**src/rtl/word_serializer_pkg.sv**
```systemverilog
// Shared constants and the state type for the 32-bit word serializer.
// Latency: n/a (declarations only).
// Backpressure: n/a (declarations only).
// Optional feature macro: WORD_SERIALIZER_PARITY_EN adds the PARITY state.
package word_serializer_pkg;

    localparam int WORD_W = 32;
    localparam int IDX_W  = 5;

    typedef enum logic [1:0] {
        IDLE   = 2'd0,
        SHIFT  = 2'd1
`ifdef WORD_SERIALIZER_PARITY_EN
        ,
        PARITY = 2'd2
`endif
    } state_t;

endpackage

```
**src/rtl/mux32.sv**
```systemverilog
// 32:1 single-bit selector.
// Latency: purely combinational.
// Backpressure: none.
// Ports: data_i (32-bit word), sel_i (5-bit index), bit_o (selected bit).
module mux32 (
    input  logic [31:0] data_i,
    input  logic [4:0]  sel_i,
    output logic        bit_o
);

    assign bit_o = data_i[sel_i];

endmodule

```
**src/rtl/word_serializer.sv**
```systemverilog
// Serializes 32-bit words into one bit per beat, LSB or MSB first.
// Latency: first bit valid the cycle after the word is accepted.
// Backpressure: out_ready low holds the current beat; in_ready only in IDLE or on the last beat with out_ready.
//
// Ports:
//   clk, rst (async active-low)
//   in_valid / in_ready / in_data[31:0]       : parallel word input handshake
//   out_valid / out_ready / out_bit / out_last : serial beat output handshake
//   sel[4:0]                                   : index of the bit being presented
// Optional feature macro: WORD_SERIALIZER_PARITY_EN appends one even-parity beat per word.
module word_serializer
    import word_serializer_pkg::*;
#(
    parameter int MSB_FIRST = 0
) (
    input  logic              clk,
    input  logic              rst,
    input  logic              in_valid,
    output logic              in_ready,
    input  logic [WORD_W-1:0] in_data,
    output logic              out_valid,
    input  logic              out_ready,
    output logic              out_bit,
    output logic              out_last,
    output logic [IDX_W-1:0]  sel
);

    localparam logic [IDX_W-1:0] FIRST_IDX = (MSB_FIRST != 0) ? 5'd31 : 5'd0;
    localparam logic [IDX_W-1:0] LAST_IDX  = (MSB_FIRST != 0) ? 5'd0  : 5'd31;
    localparam logic [IDX_W-1:0] IDX_ONE   = 5'd1;

    state_t             state_q, state_d;
    logic [WORD_W-1:0]  word_q,  word_d;
    logic [IDX_W-1:0]   sel_q,   sel_d;

    logic               mux_bit;
    logic               final_data;
    logic               last_beat;
    logic               ready_c;

    mux32 u_mux32 (
        .data_i (word_q),
        .sel_i  (sel_q),
        .bit_o  (mux_bit)
    );

    assign final_data = (sel_q == LAST_IDX);
    assign sel        = sel_q;
    // Reset must hold in_ready low even though the state register reads IDLE.
    assign in_ready   = ready_c & rst;

    always_comb begin
        state_d   = state_q;
        word_d    = word_q;
        sel_d     = sel_q;
        out_valid = 1'b0;
        out_bit   = 1'b0;
        out_last  = 1'b0;
        ready_c   = 1'b0;
        last_beat = 1'b0;

        case (state_q)
            IDLE: begin
                ready_c = 1'b1;
                if (in_valid) begin
                    word_d  = in_data;
                    sel_d   = FIRST_IDX;
                    state_d = SHIFT;
                end
            end

            SHIFT: begin
                out_valid = 1'b1;
                out_bit   = mux_bit;
`ifdef WORD_SERIALIZER_PARITY_EN
                // The parity beat closes the word, so the final data beat is not last.
                if (out_ready) begin
                    if (final_data) begin
                        sel_d   = '0;
                        state_d = PARITY;
                    end else begin
                        sel_d = (MSB_FIRST != 0) ? (sel_q - IDX_ONE) : (sel_q + IDX_ONE);
                    end
                end
`else
                out_last  = final_data;
                last_beat = final_data;
                if (out_ready && !final_data) begin
                    sel_d = (MSB_FIRST != 0) ? (sel_q - IDX_ONE) : (sel_q + IDX_ONE);
                end
`endif
            end

`ifdef WORD_SERIALIZER_PARITY_EN
            PARITY: begin
                out_valid = 1'b1;
                out_bit   = ^word_q;
                out_last  = 1'b1;
                last_beat = 1'b1;
            end
`endif

            default: begin
                state_d = IDLE;
            end
        endcase

        // Closing beat consumed: take the next word in the same cycle so
        // consecutive words stream without an idle gap.
        if (last_beat && out_ready) begin
            ready_c = 1'b1;
            if (in_valid) begin
                word_d  = in_data;
                sel_d   = FIRST_IDX;
                state_d = SHIFT;
            end else begin
                state_d = IDLE;
            end
        end
    end

    always_ff @(posedge clk or negedge rst) begin
        if (!rst) begin
            state_q <= IDLE;
            word_q  <= '0;
            sel_q   <= '0;
        end else begin
            state_q <= state_d;
            word_q  <= word_d;
            sel_q   <= sel_d;
        end
    end

endmodule

```
**config.mk**
```make
export PLATFORM = sky130hd
export DESIGN_NAME = word_serializer
export DESIGN_NICKNAME = d
export VERILOG_FILES = /design/src/rtl/word_serializer_pkg.sv /design/src/rtl/mux32.sv /design/src/rtl/word_serializer.sv
export SDC_FILE = /design/constraint.sdc
export NUM_CORES = 1
export LEC_CHECK = 0
export CAP_MARGIN = 15
export CORE_ASPECT_RATIO = 1.2
export CORE_MARGIN = 1.5
export CORE_UTILIZATION = 47
export CTS_CLUSTER_DIAMETER = 100
export DETAILED_ROUTE_END_ITERATION = 7
export PLACE_DENSITY = 0.83
export REMOVE_ABC_BUFFERS = 1
export SYNTH_ARGS = -nofsm -noshare
export SYNTH_HDL_FRONTEND = slang
export SYNTH_HIERARCHICAL = 1
export SYNTH_SLANG_ARGS = --single-unit
```
**constraint.sdc**
```tcl
create_clock -name clk -period 1.7 [get_ports clk]
set_input_delay 0.255 -clock clk [delete_from_list [all_inputs] [get_ports clk]]
set_output_delay 0.255 -clock clk [all_outputs]
set_load 0.01 [all_outputs]
```
== Yosys cells after proc, flatten, opt, wreduce, memory -nomap -nowiden ==
Index checks and enable logic that the tools add are counted.

* Bits in registers: 39
* Bits of input ports: 36
* Logic and storage cells: 35
* Output and inout port bits: 9

* Multiplexer cells: 20
* Bitwise logic cells: 1
* Reductions and logical operators: 5
* Equality and inequality tests: 4
* Add/subtract/negate cells: 1
* $lt $le $gt $ge: 1

{| class="wikitable"
|+ Operators with widths
! operator !! count
|-
| 32-bit 2-to-1 mux || 4
|-
| 5-bit 2-to-1 mux || 4
|-
| 5-bit one-hot mux with 2 select lines || 1
|-
| 1-bit 2-to-1 mux || 7
|-
| 5-bit by 6-bit < comparator with 1-bit output, second input constant || 1
|-
| 5-bit by 1-bit adder with 5-bit output, second input constant || 1
|-
| 1-bit binary-select mux with 5-bit select || 1
|-
| 5-bit equality test, second input constant || 1
|-
| 2-bit 2-to-1 mux || 2
|-
| 2-bit one-hot mux with 2 select lines || 1
|-
| 3-bit != test, second input constant || 1
|-
| 2-bit by 1-bit equality test with 1-bit output, second input constant || 1
|-
| 1-bit logical AND || 2
|-
| 2-bit zero test || 1
|-
| 2-bit != test, second input constant || 1
|-
| 2-bit AND reduction || 1
|-
| 1-bit bitwise AND || 1
|-
| 1-bit zero test || 1
|}

== Logic depth before layout (Yosys ltp) ==
* Depth in word-level cells: 7
* Depth in mapped cells: 8
* Depth with buffers taken out: 6

== By module ==
The synthesis kept the hierarchy.

{| class="wikitable"
|+ Modules (own cells, without submodules)
! module !! times used !! area each (µm²) !! seq. area each (µm²) !! cells an instance
|-
| word_serializer || 1 || 1938.1 || 950.9 || 183
|-
| mux32 || 1 || 325.3 || 0.0 || 41
|}

== Least setup slack after synthesis ==
No wires, ideal clock.

* Kind: reg-to-output
* Start: register sel_q[1] (netlist: sel[1])
* End: output out_bit
* Data arrival time: 1531 ps
* Data required time: 1445 ps
* Path buffers: 2
* Path slack: -86 ps
* Cell stages (with the launch flop): 9
* Cell sequence: dfrtp_1 buf_6 buf_12 mux2i_1 a22oi_1 nand3_1 nand2_1 a311o_1 and2_1

* Cells in the longest elaborated chain, start to end: 3

{| class="wikitable"
|+ Ends and longest elaborated chain
! what !! RTL line !! text
|-
| from (decl) || word_serializer.sv:34 || <nowiki>logic [IDX_W-1:0] sel_q, sel_d;</nowiki>
|-
| from (signal assigned) || word_serializer.sv:130 || <nowiki>sel_q <= sel_d;</nowiki>
|-
| 1-bit binary-select mux with 5-bit select || mux32.sv:11 || <nowiki>assign bit_o = data_i[sel_i];</nowiki>
|-
| 1-bit 2-to-1 mux (not written as such) || mux32.sv:11 ||
|-
| via mux_bit || word_serializer.sv:36 || <nowiki>logic mux_bit;</nowiki>
|-
| 1-bit 2-to-1 mux || word_serializer.sv:62 || <nowiki>case (state_q)</nowiki>
|-
| to (decl) || word_serializer.sv:23 || <nowiki>output logic out_bit,</nowiki>
|}

The timed path passes the listed nets, and every way through them passes these cells. The select of a mux whose other input is x is not followed.

== Final worst setup path ==
Ends and elaborated chain as after synthesis.

==> results.json <==
{
  "outcome": "complete, but fails checks",
  "failed_checks": "negative setup slack",
  "start_util": 0.4926,
  "synth_cell_type_count": 40,
  "cts.sinks": 38,
  "netlist_instances": 224,
  "synth_seq_area_share": 0.4201,
  "drt_iter0_drc": 98,
  "setup_tns_ns": -11.97,
  "grt_pass1_wl_um": 10290,
  "gp_congestion": 0.7800,
  "crit_type": "reg -> out",
  "yosys-top-cells-count": "75 x nand2_1, 38 x dfrtp_1, 30 x o22ai_2",
  "rsz0062_at_grt": "true",
  "worst_slew_pin_slew_ns": 0.4915,
  "worst-path-max-fanout": 6,
  "path_clk_slew_ns": 0.08,
  "clockBufferDepth": 2,
  "clock_latency_ns": 0.29,
  "drive_gt1_frac": 0.3574,
  "area_delta_synth_final_pct": 50.08,
  "detail-route-antenna-nets": 0,
  "drtPass1Iterations": 4,
  "cts-root-buf": "clkbuf_8",
  "ir_drop_uv": 899.5,
  "die_area_um2": 5243,
  "die_h_um": 79.02,
  "maxCapViolations": 0,
  "placed_cell_area_um2": 2831,
  "avgSynthCellArea_um2": 10.10,
  "power_density_nw_per_um2": 1474,
  "start_kind": "register",
  "relSlewSlack": 0.6724,
  "port_buffers": 44,
  "num_antenna_cells": 0,
  "final.period_utilization": 1.345,
  "skew_ns": 0.009592,
  "cts_tree": "yes",
  "grt.total_usage": 0.2674,
  "p_total_uw": 5006,
  "async_flop_share": 1.000,
  "rows": 27,
  "max_freq_ghz": 0.4375,
  "finalSetupViolCount": 41,
  "yosys_register_bits": 38,
  "grt-ovfl-total": 0,
  "vias": 2089,
  "die-width_um": 66.35,
  "cts_buffers": 5,
  "worstPathRequired_ns": 1.44,
  "grt_pass1_vias": 2088,
  "yosysMostFrequentCell": "nand2_1",
  "io_pins": 45,
  "synth_area_leaders": "dfrtp_1 42%, o22ai_2 17%, nand2_1 12%",
  "place_hpwl_um": 3577,
  "yosys.area.top_type": "dfrtp_1",
  "viasPerCell": 5.755,
  "syn-cell-area_um2": 2263,
  "grt_max_degree": 39,
  "crit_path_end_kind": "output port",
  "routedWlPerCell_um": 18.40,
  "yosysWarnings": 6,
  "core_um2": 4594,
  "fin_area_um2": 3397,
  "p_leak_uw": 0.001516,
  "antenna_found_initial": 0,
  "layout.nets": 343,
  "finalCriticalPeriod_ns": 2.286,
  "h-tree-depth": 2,
  "synth_top_area_frac": 0.4201,
  "synth_edf_count": 0,
  "drv_slew": 0,
  "drt-total-wl_um": 6678,
  "arrival_ns": 2.03,
  "hold_viol": 0,
  "worst_slack_ns": -0.5860,
  "synthFlopType": "dfrtp_1",
  "drc": 0,
  "hold_path_class": "in -> async",
  "finish.utilization": 0.7394
}
-- path summary, 6_finish.rpt --
check | slack, ns | cells after the start | end | startpoint
max | -0.59 | 8 | out_bit | sel[1]
min | 0.05 | 2 | sel[0] | rst
max reg2reg | -0.36 | 13 | word_q[17] | sel[1]
min reg2reg | 0.55 | 2 | word_q[19] | word_q[19]
max in group asynchronous | 1.29 | 2 | sel[3] | rst
min in group clk | 0.54 | 3 | word_q[7] | in_data[7]
-- flip-flops by register name, indices dropped and copies added, names as in the netlist --
| name | cells |
|---|---|
| word_q | 32 |
| state_q | 1 |
| sel | 5 |
-- final cells by class --
cell class                      instances  area (um^2)
Clock buffer                            6        82.58
Sequential cell                        38        954.7
Tap cell                               58        72.57
Multi-Input combinational cell        167         1274
Fill cell                             313         1197
Inverter                                2        7.507
Timing Repair Buffer                   92         1006
-- report_power, final --
part	total [uW]	internal (uW)	leakage, uW	switching, uW
registers	1680	1340	0.000468	339
logic	2720	1500	0.00100	1220
clock network	615	313	0.0000431	302
total	5010	3150	0.00152	1860
-- critical path, stage by stage, from the launching register on --
cell	delay, ns
dfrtp_1	0.40
buf_6	0.15
buf_6	0.13
buf_6	0.12
mux2i_4	0.25
a21oi_2	0.08
a311o_1	0.33
and2_1	0.15
buf_2	0.13
-- placed cells by master (no fill, tap or decap), drive strengths merged --
master	synthesis	layout
a311o	1	1
nor3b	1	1
nor2b	2	2
buf	12	52
nand3	4	4
or3	1	1
and2	2	2
o211ai	1	1
a21o	1	1
dfrtp	38	38
o22ai	32	32
and4	1	1
ha	1	1
nand4b	1	1
o21ai	1	1
clkdlybuf4s50	0	37
a22oi	4	4
clkbuf	5	6
a31oi	4	4
o21a	1	1
a211oi	1	1
a21oi	3	3
inv	2	2
nand4	2	2
and2b	1	1
bufbuf	0	1
nand2b	3	3
nand2	75	75
dlymetal6s2s	0	2
nor2	4	4
or2	2	2
mux2i	16	16
a22o	1	1
o31ai	1	1
-- cells by family after synthesis --
logic type	synth area share
AO/OA/AOI/OAI	0.2327
AND/OR/NAND/NOR	0.2045
buffers and inverters	0.06634
multiplexers	0.07076
adder cells (fa/ha/maj)	0.005527
flip-flops	0.4201
-- metrics by stage --
stage / hold slack, ns / std cells / worst slack (ns)
after global placement: 0.3671 / 331 / -0.4650
after CTS: 0.05998 / 360 / -0.4780
after detailed placement: 0.3715 / 331 / -0.5167
final: 0.05107 / 363 / -0.5860
after global routing: 0.08899 / 363 / -0.6414
after floorplan: -0.04059 / 207 / -0.4920
-- what timing repair did --
action,4_1_cts,5_1_grt
pin swaps,12,13
buffers inserted,19,6
endpoints found under the setup margin,42,47
resized for setup,45,29
cloned,4,0
hold endpoints to repair,0,0
hold buffers,0,0
-- routing by layer --
layer  up-vias  GRT usage  part of all wire
met5         -          0                 0
met2       108     0.4400              0.51
met1      1003     0.3265              0.40
met3        19    0.05241             0.054
li1        959          -                 -
met4         0     0.1429             0.029
No activity file was read; power rests on OpenSTA's default activity.
